==> config.mk <==
export PLATFORM = sky130hd
export DESIGN_NAME = map_fetch
export DESIGN_NICKNAME = d
export VERILOG_FILES = /design/src/rtl/map_fetch_pkg.sv /design/src/rtl/map_fetch_edge_sync.sv /design/src/rtl/map_fetch.sv
export SDC_FILE = /design/constraint.sdc
export NUM_CORES = 1
export LEC_CHECK = 0
export ABC_AREA = 1
export ABC_CLOCK_PERIOD_IN_PS = 1860
export CAP_MARGIN = 20
export CORE_UTILIZATION = 35
export CTS_CLUSTER_DIAMETER = 120
export CTS_CLUSTER_SIZE = 24
export DETAILED_ROUTE_END_ITERATION = 6
export PLACE_DENSITY_LB_ADDON = 0.12
export SLEW_MARGIN = 15
export SYNTH_ARGS = -nofsm -noshare
export SYNTH_HDL_FRONTEND = slang
export SYNTH_SLANG_ARGS = --single-unit
export TNS_END_PERCENT = 30
==> constraint.sdc <==
create_clock -name clk -period 1.86 [get_ports clk]
set_input_delay 0.186 -clock clk [delete_from_list [all_inputs] [get_ports clk]]
set_output_delay 0.186 -clock clk [all_outputs]
set_load 0.1 [all_outputs]
==> src/rtl/map_fetch_pkg.sv <==
// Shared types for the map_fetch stage: FSM state encoding, region select
// values and the request record used for both pending latches and the memory port.
package map_fetch_pkg;

    localparam int FETCH_ADDR_W = 25;

    localparam logic REGION_PRG = 1'b0;
    localparam logic REGION_CHR = 1'b1;

    typedef enum logic [1:0] {
        IDLE     = 2'd0,
        CPU_BUSY = 2'd1,
        PPU_BUSY = 2'd2
    } fetch_state_t;

    typedef struct packed {
        logic                    we;
        logic [FETCH_ADDR_W-1:0] addr;
        logic [7:0]              wdata;
    } fetch_req_t;

    localparam fetch_req_t REQ_RESET = '0;

endpackage

==> src/rtl/map_fetch_edge_sync.sv <==
// Two-flop synchroniser for an asynchronous pin plus a third history flop
// that turns level changes into single-cycle rise/fall pulses.
module edge_sync
    import map_fetch_pkg::*;
#(
    parameter logic RST_VAL = 1'b0
) (
    input  logic clk,
    input  logic rst_n,
    input  logic din,
    output logic rise,
    output logic fall
);

    logic [2:0] sync_q;
    logic [2:0] sync_d;

    always_comb begin
        sync_d = {sync_q[1:0], din};
    end

    // Resetting all stages to the pin's idle level keeps the first cycles
    // after reset free of phantom edges.
    always_ff @(posedge clk or negedge rst_n) begin
        if (!rst_n) begin
            sync_q <= {3{RST_VAL}};
        end else begin
            sync_q <= sync_d;
        end
    end

    assign rise = sync_q[1] & ~sync_q[2];
    assign fall = ~sync_q[1] & sync_q[2];

endmodule

==> src/rtl/map_fetch.sv <==
// Turns mapper PRG/CHR strobes into single-outstanding requests on the shared
// cartridge memory port (PPU first) and holds the last read byte per region.
module map_fetch
    import map_fetch_pkg::*;
#(
    parameter int ADDR_BITS     = 24,
    parameter int MEM_ADDR_BITS = ADDR_BITS + 1
) (
    input  logic                     clk,
    input  logic                     rst_n,
    input  logic                     m2,
    input  logic [ADDR_BITS-1:0]     prg_addr,
    input  logic                     prg_oe,
    input  logic                     prg_we,
    input  logic [7:0]               cpu_data_in,
    input  logic                     ppu_rd_n,
    input  logic                     ppu_wr_n,
    input  logic [ADDR_BITS-1:0]     chr_addr,
    input  logic                     chr_oe,
    input  logic                     chr_we,
    input  logic [7:0]               ppu_data_in,
    output logic [7:0]               prg_rdata,
    output logic [7:0]               chr_rdata,
    output logic                     mem_req,
    output logic                     mem_we,
    output logic [MEM_ADDR_BITS-1:0] mem_addr,
    output logic [7:0]               mem_wdata,
    input  logic                     mem_ack,
    input  logic [7:0]               mem_rdata,
    output logic                     overrun
);

    // state    | meaning
    // IDLE     | no request outstanding; next edge issues PPU before CPU
    // CPU_BUSY | PRG request on the memory port, waiting for mem_ack
    // PPU_BUSY | CHR request on the memory port, waiting for mem_ack

    logic m2_rise, m2_fall;
    logic rd_rise, rd_fall;
    logic wr_rise, wr_fall;
    logic unused_edges;

    edge_sync #(.RST_VAL(1'b0)) u_m2_sync (
        .clk  (clk),
        .rst_n(rst_n),
        .din  (m2),
        .rise (m2_rise),
        .fall (m2_fall)
    );

    edge_sync #(.RST_VAL(1'b1)) u_rd_sync (
        .clk  (clk),
        .rst_n(rst_n),
        .din  (ppu_rd_n),
        .rise (rd_rise),
        .fall (rd_fall)
    );

    edge_sync #(.RST_VAL(1'b1)) u_wr_sync (
        .clk  (clk),
        .rst_n(rst_n),
        .din  (ppu_wr_n),
        .rise (wr_rise),
        .fall (wr_fall)
    );

    assign unused_edges = rd_rise ^ wr_fall;

    logic cpu_rd_ev, cpu_wr_ev, cpu_ev;
    logic ppu_rd_ev, ppu_wr_ev, ppu_ev;

    assign cpu_rd_ev = m2_rise & prg_oe;
    assign cpu_wr_ev = m2_fall & prg_we;
    assign cpu_ev    = cpu_rd_ev | cpu_wr_ev;
    assign ppu_rd_ev = rd_fall & chr_oe;
    assign ppu_wr_ev = wr_rise & chr_we;
    assign ppu_ev    = ppu_rd_ev | ppu_wr_ev;

    fetch_state_t state_q, state_d;
    logic         cpu_pend_q, cpu_pend_d;
    logic         ppu_pend_q, ppu_pend_d;
    fetch_req_t   cpu_lat_q, cpu_lat_d;
    fetch_req_t   ppu_lat_q, ppu_lat_d;
    fetch_req_t   mem_q, mem_d;
    logic         mem_req_q, mem_req_d;
    logic [7:0]   prg_rdata_q, prg_rdata_d;
    logic [7:0]   chr_rdata_q, chr_rdata_d;
    logic         overrun_q, overrun_d;
    logic         cpu_issue, ppu_issue;

    always_comb begin
        state_d     = state_q;
        cpu_pend_d  = cpu_pend_q;
        ppu_pend_d  = ppu_pend_q;
        cpu_lat_d   = cpu_lat_q;
        ppu_lat_d   = ppu_lat_q;
        mem_d       = mem_q;
        mem_req_d   = mem_req_q;
        prg_rdata_d = prg_rdata_q;
        chr_rdata_d = chr_rdata_q;
        overrun_d   = overrun_q;
        cpu_issue   = 1'b0;
        ppu_issue   = 1'b0;

        case (state_q)
            IDLE: begin
                if (ppu_pend_q) begin
                    state_d   = PPU_BUSY;
                    mem_d     = ppu_lat_q;
                    mem_req_d = 1'b1;
                    ppu_issue = 1'b1;
                end else if (cpu_pend_q) begin
                    state_d   = CPU_BUSY;
                    mem_d     = cpu_lat_q;
                    mem_req_d = 1'b1;
                    cpu_issue = 1'b1;
                end
            end
            CPU_BUSY: begin
                if (mem_ack) begin
                    state_d   = IDLE;
                    mem_req_d = 1'b0;
                    if (!mem_q.we) begin
                        prg_rdata_d = mem_rdata;
                    end
                end
            end
            PPU_BUSY: begin
                if (mem_ack) begin
                    state_d   = IDLE;
                    mem_req_d = 1'b0;
                    if (!mem_q.we) begin
                        chr_rdata_d = mem_rdata;
                    end
                end
            end
            default: begin
                state_d   = IDLE;
                mem_req_d = 1'b0;
            end
        endcase

        if (cpu_issue) begin
            cpu_pend_d = 1'b0;
        end
        if (ppu_issue) begin
            ppu_pend_d = 1'b0;
        end

        // A fresh event beats the issue-clear; only an unissued entry counts as lost.
        if (cpu_ev) begin
            if (cpu_pend_q && !cpu_issue) begin
                overrun_d = 1'b1;
            end
            cpu_pend_d      = 1'b1;
            cpu_lat_d.we    = cpu_wr_ev;
            cpu_lat_d.addr  = FETCH_ADDR_W'({REGION_PRG, prg_addr});
            cpu_lat_d.wdata = cpu_data_in;
        end

        if (ppu_ev) begin
            if (ppu_pend_q && !ppu_issue) begin
                overrun_d = 1'b1;
            end
            ppu_pend_d      = 1'b1;
            ppu_lat_d.we    = ppu_wr_ev;
            ppu_lat_d.addr  = FETCH_ADDR_W'({REGION_CHR, chr_addr});
            ppu_lat_d.wdata = ppu_data_in;
        end
    end

    always_ff @(posedge clk or negedge rst_n) begin
        if (!rst_n) begin
            state_q     <= IDLE;
            cpu_pend_q  <= 1'b0;
            ppu_pend_q  <= 1'b0;
            cpu_lat_q   <= REQ_RESET;
            ppu_lat_q   <= REQ_RESET;
            mem_q       <= REQ_RESET;
            mem_req_q   <= 1'b0;
            prg_rdata_q <= 8'h00;
            chr_rdata_q <= 8'h00;
            overrun_q   <= 1'b0;
        end else begin
            state_q     <= state_d;
            cpu_pend_q  <= cpu_pend_d;
            ppu_pend_q  <= ppu_pend_d;
            cpu_lat_q   <= cpu_lat_d;
            ppu_lat_q   <= ppu_lat_d;
            mem_q       <= mem_d;
            mem_req_q   <= mem_req_d;
            prg_rdata_q <= prg_rdata_d;
            chr_rdata_q <= chr_rdata_d;
            overrun_q   <= overrun_d;
        end
    end

    assign mem_req   = mem_req_q;
    assign mem_we    = mem_q.we;
    assign mem_addr  = MEM_ADDR_BITS'(mem_q.addr);
    assign mem_wdata = mem_q.wdata;
    assign prg_rdata = prg_rdata_q;
    assign chr_rdata = chr_rdata_q;
    assign overrun   = overrun_q;

endmodule

==> results of run 1 <==
cell families after synthesis:
group,after synthesis,synth area share [%]
AO/OA/AOI/OAI,121,11.6
AND/OR/NAND/NOR,235,16.8
adder cells (fa/ha/maj),3,0.702
flip-flops,132,61.9
buffers and inverters,117,9.06
routing by layer:
layer  vias up  routed length, um  track usage [%]
met3        16                627             4.58
met1      1986               5830             21.6
met4         0                191             6.17
met5         -                  0                0
met2       100               5810             27.1
li1       2133                  -                -
how the worst max path moves through the flow:
| stage | from | endpoint | slack (ns) | depth (start not counted) |
|---|---|---|---|---|
| floorplan | mem_we | chr_rdata[5] | 0.14 | 5 |
| global placement | chr_oe | ppu_pend_q | 0.31 | 6 |
| detailed placement | mem_ack | prg_rdata[1] | 0.29 | 3 |
| CTS | state_q[0] | mem_addr[1] | 0.31 | 7 |
| global route | state_q[0] | mem_wdata[5] | 0.17 | 7 |
| finish | state_q[0] | mem_addr[1] | 0.33 | 7 |
per-stage QoR:
step,total power (W),instances
2_1_floorplan,0.00904,608
4_1_cts,0.0140,941
5_1_grt,0.0145,941
3_3_place_gp,0.0106,908
6_report,0.0138,941
3_5_place_dp,0.0106,908
area by class of cell:
cell class	count	area [um^2]	area share, %
inverter	88	330	4.48
clock inverter	4	70.1	0.949
timing repair buffer	146	1380	18.7
tap	184	230	3.12
sequential	132	3310	44.9
clock buffer	28	507	6.87
multi-input combinational	359	1550	21.1
state kept, by name, indices dropped and copies added, names as in the netlist, 3 cells and up:
signal,cells
mem_addr,25
chr_rdata,8
mem_wdata,8
u_wr_sync.sync_q,3
u_rd_sync.sync_q,3
u_m2_sync.sync_q,3
ppu_lat_q,34
prg_rdata,8
cpu_lat_q,33
worst register-to-register path, cell delays in order, from the launching register on:
cell and delay [ns]:
dfrtp_1 0.40, inv_1 0.09, ha_1 0.27, inv_1 0.12, a21oi_4 0.19, buf_12 0.22
nand2_1 0.08, o21ai_0 0.08
placed cells by master, fill, tap and decap left out, drive strengths merged, types with 2 or more instances in the layout:
cell           instances
clkdlybuf4s50         80
ha                     3
inv                   87
buf                   65
clkinv                 3
a21oi                  2
dfrtp                126
clkbuf                28
bufinv                 2
nand2                224
o21ai                118
dfstp                  6
nand3                  9
power groups by stage:
stage / sequential (W) / combinational, W / clock (W)
floorplan: 0.00758 / 0.00146 / 0
global placement: 0.00412 / 0.00647 / 0
detailed placement: 0.00414 / 0.00651 / 0
CTS: 0.00411 / 0.00653 / 0.00334
global route: 0.00420 / 0.00685 / 0.00346
finish: 0.00409 / 0.00646 / 0.00325
what timing repair did:
action,4_1_cts,5_1_grt
gates resized for setup,0,0
endpoints found under the setup margin,0,0
hold endpoints to repair,48,0
hold buffers,1,0
==> key figures, run 1 <==
Status
  • Outcome: finished with violations
  • Violated checks: design-rule violations

Synthesis
  • Commonest cells in the synthesized netlist: 224 x nand2_1, 126 x dfrtp_1, 113 x o21ai_0
  • Area leader, netlist: dfrtp_1
  • Sequential area share after synthesis: 61.9%
  • Cell Area, Synth: around 5300 um^2
  • Post-synth EDFFs: 0
  • Avg Synthesized Cell Area: between 8 and 9 um^2
  • Top cell type's share of synthesized area: between 50% and 60%
  • Syn_nets: a little under 700
  • Cells after Synth: ~610
  • Top-count cell post-synth: nand2_1
  • FFs w/ async S/R, synth: between 90% and 100%
  • Main synth FF type: dfrtp_1
  • Synth warnings: 0
  • Post-synth cell types: 19
  • Top post-synthesis cells by area: dfrtp_1 59%, nand2_1 16%, o21ai_0 11%, inv_1 6.0%, dfstp_2 2.9%
  • Synth Register Bits: around 130

Cells and area
  • Final instance area: 7380 um^2
  • Area Growth Syn to Fin: 38.1%
  • Fin util: about half
  • Final nets: 829
  • Diode count: 0
  • Fillers: around 1400
  • Layout cells sized above 1: between 10% and 20%

Critical path
  • Worst path top cell family by delay: buffers and inverters
  • CP max-delay cell: dfrtp_1
  • R2R setup slack: 0.33 ns
  • Reg-to-Reg Start: state_q[0]
  • Type of the worst setup path: flip-flop to flip-flop
  • RR Endpoint: mem_addr[1]
  • Most common cell on crit path: inv_1
  • CP Max Fanout: 37
  • CP required: ~2.2 ns
  • Setup crit start kind: flip-flop
  • Critical Path Max Stage Delay: approximately 0.40 ns
  • Worst reg2reg path depth: 7
  • Worst path cell trace: inv_1, ha_1, inv_1, a21oi_4, buf_12, nand2_1, o21ai_0
  • CP bufs+invs: 3
  • CP arrival: ~1.9 ns
  • Worst setup EP type: flip-flop

STA
  • Skew final: approximately 0.0057 ns
  • Hold WS: roughly 0.19 ns
  • Worst-margin pin slew: 0.558 ns
  • Slew Limit Fails: 0
  • Setup TNS: 0 ns
  • Highest clock rate: about 650 MHz
  • Setup violations, final: 0
  • Final period utilization: around 82%
  • Final min period: 1.53 ns
  • RSZ-0062 raised after global routing: no
  • Slew headroom: a little over three fifths
  • Final worst setup slack: 0.332 ns
  • Final Hold Fails: 0

Detailed routing
  • Vias/cell: between 4 and 5
  • DR vias: ~4200
  • Routed len/inst: between 10 and 15 um
  • Initial DRT Pass Iterations: 7
  • Antenna viol nets, final: 0
  • DRT Wirelength: 12500 um
  • Remaining DRCs: 8
  • DR iter-0 viols: 200

Floorplan
  • Chip height: 126 um
  • Die width: 126 um
  • Io pins: about 130
  • Row count: 44
  • Initial cell density of the core: between 30% and 40%
  • DIE AREA: 15800 um^2
  • Core outline area: roughly 15000 um^2

Clock tree
  • Clk slew on worst S/H paths: 0.05 ns
  • CTS Buf Count: 17
  • Postcts setup bufs: 0
  • Clk buf depth: 2
  • TritonCTS clock tree: yes
  • Clock Sink Count: about 130
  • H-tree levels: 4
  • Clk_lat worst skew: about 0.40 ns
  • Clock root cell: clkbuf_16

Global routing
  • Largest net degree at the start of global routing: between 50 and 60
  • First-pass GRT wire length: roughly 21000 um
  • Total track usage: approximately 17%
  • Antenna violations before repair: 0
  • Grt ovf: 0
  • Vias in the first global route: 4153

Pwr
  • Pleak: around 3.6 nW
  • Sw Ratio: between 40 and 50%
  • VDD IR max: 0.00101 V
  • Net Switching: between 0.006 and 0.007 W
  • Clk pwr share: approximately a quarter
  • PD cells: roughly 1900 nW/um^2
  • Int Power: around 0.0072 W
  • Reg power frac: a little under 30%
  • Combinational power share: between 40% and 50%

Placement
  • Placed inst area: approximately 6800 um^2
  • HPWL Detailed: 8280 um
  • Gpl congestion: between 0.7 and 0.8
  • Pre-CTS setup slack: just under 0.3 ns
  • Number of port buffers: 133

Worst hold path
  • Hold Crit Start: ppu_rd_n
  • Hold Crit Depth: 1
  • Hold WC Path Type: input pin to flip-flop
  • Hold path endpoint: u_rd_sync.sync_q[0]

Flow run
  • Max Cap Viol: 0
Note: power is estimated with default switching activity, not from simulation.
==> inputs of run 2 (changes only) <==
--- a/config.mk
+++ b/config.mk
@@ -6,7 +6,7 @@
 export NUM_CORES = 1
 export LEC_CHECK = 0
 export ABC_AREA = 1
-export ABC_CLOCK_PERIOD_IN_PS = 1860
+export ABC_CLOCK_PERIOD_IN_PS = 1300
 export CAP_MARGIN = 20
 export CORE_UTILIZATION = 35
 export CTS_CLUSTER_DIAMETER = 120
==> constraint.sdc (replaced) <==
create_clock -name clk -period 1.3 [get_ports clk]
set_input_delay 0.13 -clock clk [delete_from_list [all_inputs] [get_ports clk]]
set_output_delay 0.13 -clock clk [all_outputs]
set_load 0.1 [all_outputs]
==> run 2 against run 1 <==
  * The flow finishes with violations (design-rule violations, negative setup slack)
  * Sequential share of layout area decreased by 6.0 points
  * Hold slack worse by 0.070 ns
  * Global-route usage grew 1.6 points
  * First-iteration DRC count is 47% higher
  * Sequential power grew 52%
  * Worst setup slack got worse by 0.40 ns
  * Critical path depth rose by 1
  * Clock skew barely moved
  * Die area stayed put
  * Register-to-register slack got worse by 0.40 ns
  * Critical path type unchanged
  * Largest cell class unchanged
  * Highest routed layer unchanged
==> key figures, run 2 (synthesis results as in run 1) <==
Status
  • Outcome: finished with violations
  • Violated checks: design-rule violations, negative setup slack

Cells and area
  • Fillers: 1290 (-9.0%)
  • Final instance area: 8540 um^2 (+16%)
  • Multi-input gate area: 1620 um^2 (+4.1%)
  • FF+latch area: 3320 um^2 (+0.11%)
  • Largest Register: ppu_lat_q
  • Layout cells sized above 1: 19.3% (+5.9 points)
  • Max reg flops: 34 (unchanged)
  • Final nets: 851 (+2.7%)
  • Area Growth Syn to Fin: 59.7%
  • Fin util: 58.1% (+7.9 points)
  • Most common cell after layout, fill and taps aside: nand2_1
  • Finished Layout Cells: 964 (+2.4%)
  • Most frequent cells in the layout: 215 x nand2_1, 124 x dfrtp_1, 89 x o21ai_0, 83 x inv_1, 80 x clkdlybuf4s50_1

Pwr
  • Clk pwr share: 22.7% (-0.9 points)
  • PD cells: 2810 nW/um^2 (+50%)
  • Sw Ratio: 43.5% (-4.3 points)
  • Net Switching: 0.0104 W (+58%)
  • Reg power frac: 25.8% (-3.8 points)
  • VDD IR max: 0.00180 V (+77%)
  • Combinational power share: 51.4% (+4.6 points)
  • Pleak: 4.05 nW (+12%)
  • Int Power: 0.0136 W (+88%)

Detailed routing
  • Vias/cell: 4.63 (+2.8%)
  • DRT Wirelength: 13700 um (+9.8%)
  • Routed len/inst: 14.2 um (+7.2%)
  • Antenna viol nets, final: 0 (unchanged)
  • DR iter-0 viols: 294 (+47%)
  • Initial DRT Pass Iterations: 7 (unchanged)
  • Remaining DRCs: 6 (-2)
  • DR vias: 4462 (+5.4%)

STA
  • Final period utilization: 105% (+23 points)
  • Worst-margin pin slew: 0.348 ns (-0.210 ns)
  • Setup violations, final: 28 (+28)
  • Slew Limit Fails: 0 (unchanged)
  • RSZ-0062 raised after global routing: yes
  • Final Hold Fails: 0 (unchanged)
  • Final min period: 1.36 ns (-0.163 ns)
  • Final worst setup slack: -0.0647 ns (-0.397 ns)
  • Slew headroom: 76.8% (+14 points)
  • Highest clock rate: 733 MHz (+12%)
  • Skew final: 0.00527 ns (-0.000433 ns)
  • Hold WS: 0.119 ns (-0.0699 ns)

Global routing
  • Antenna violations before repair: 1 (+1)
  • Grt ovf: 0 (unchanged)
  • Vias in the first global route: 4481 (+7.9%)
  • Total track usage: 18.4% (+1.6 points)
  • Largest net degree at the start of global routing: 41 (-23%)
  • First-pass GRT wire length: 22200 um (+8.3%)

Critical path
  • CP Max Fanout: 7 (-81%)
  • CP arrival: 1.69 ns (-0.16 ns)
  • Type of the worst setup path: flip-flop to flip-flop
  • CP bufs+invs: 4 (+1)
  • Critical Path Max Stage Delay: 0.39 ns (about the same)
  • Worst path cell trace: inv_2, ha_4, inv_2, a21oi_4, buf_12, clkbuf_16, nand2_1, o21ai_0
  • Setup crit start kind: flip-flop
  • Worst path top cell family by delay: buffers and inverters
  • Most common cell on crit path: inv_2
  • CP max-delay cell: dfrtp_1
  • CP required: 1.63 ns (-0.55 ns)
  • Worst setup EP type: flip-flop

Clock tree
  • Clk buf depth: 2 (unchanged)
  • TritonCTS clock tree: yes
  • Clk slew on worst S/H paths: 0.06 ns (about the same)
  • CTS Buf Count: 17 (unchanged)
  • Clk_lat worst skew: 0.42 ns (+0.02 ns)
  • Clock Sink Count: 132 (unchanged)
  • H-tree levels: 4 (unchanged)
  • Clock root cell: clkbuf_16

Placement
  • Placed inst area: 7620 um^2 (+12%)
  • Gpl congestion: 0.752 (-0.63%)
  • Placed Cells: 923 (+1.7%)
  • HPWL Detailed: 9090 um (+9.7%)
  • Pre-CTS setup slack: -0.0519 ns (-0.346 ns)
  • Number of port buffers: 133 (unchanged)

Flow run
  • Max Cap Viol: 0 (unchanged)

Worst hold path
  • Hold WC Path Type: input pin to flip-flop

Floorplan
  • Die width: 126 um (unchanged)
  • Core outline area: 14700 um^2 (unchanged)
  • Chip height: 126 um (unchanged)
  • DIE AREA: 15800 um^2 (unchanged)
  • Row count: 44 (unchanged)
  • Io pins: 134 (unchanged)
  • Initial cell density of the core: 36.4% (unchanged)
==> run 2: what timing repair did <==
action / in CTS / in global routing
endpoints found under the hold margin: 132 / 0
resized for setup: 9 / 44
gates cloned: 2 / 3
hold buffers: 1 / 0
endpoints found under the setup margin: 34 / 85
setup buffers: 3 / 0
==> run 2: routing by layer <==
layer / track usage (%) / vias to the layer above / share of wire [%]
li1: - / 2187 / -
met5: 0 / - / 0
met2: 28.9 / 124 / 48
met1: 23.3 / 2138 / 44
met3: 6.38 / 13 / 6.6
met4: 7.32 / 0 / 1.0
==> run 2: layout make-up <==
| type | count | area share, % |
|---|---|---|
| sequential | 132 | 38.8 |
| timing repair buffer | 168 | 27.6 |
| inverter | 88 | 3.87 |
| clock inverter | 13 | 2.68 |
| multi-input combinational | 359 | 19.0 |
| antenna | 1 | 0.0293 |
| tap | 184 | 2.70 |
| clock buffer | 19 | 5.31 |
==> run 2: path summary, 6_finish.rpt <==
path	start	endpoint	slack, ns	cells past startpoint
min in group asynchronous	rst_n	mem_addr[1]	0.19	2
worst max register to register	state_q[0]	mem_addr[2]	-0.06	8
worst min register to register	u_rd_sync.sync_q[0]	u_rd_sync.sync_q[1]	0.36	0
max in group asynchronous	rst_n	ppu_lat_q[19]	0.58	3
worst min-delay path	ppu_rd_n	u_rd_sync.sync_q[0]	0.12	1
worst max-delay path	state_q[0]	mem_addr[2]	-0.06	8
==> run 2: through the flow <==
step	total power [W]	TNS [ns]
detailed placement	0.0177	-1.56
finish	0.0240	-1.04
CTS	0.0237	-0.957
global placement	0.0175	-0.587
floorplan	0.0130	-1.32
global route	0.0251	-3.35
==> run 2: power groups by stage <==
stage	clock, W	sequential (W)	combinational, W
after floorplan	0	0.0109	0.00210
after global placement	0	0.00624	0.0113
after detailed placement	0	0.00627	0.0114
after CTS	0.00556	0.00622	0.0120
after global routing	0.00576	0.00634	0.0130
final	0.00545	0.00620	0.0123
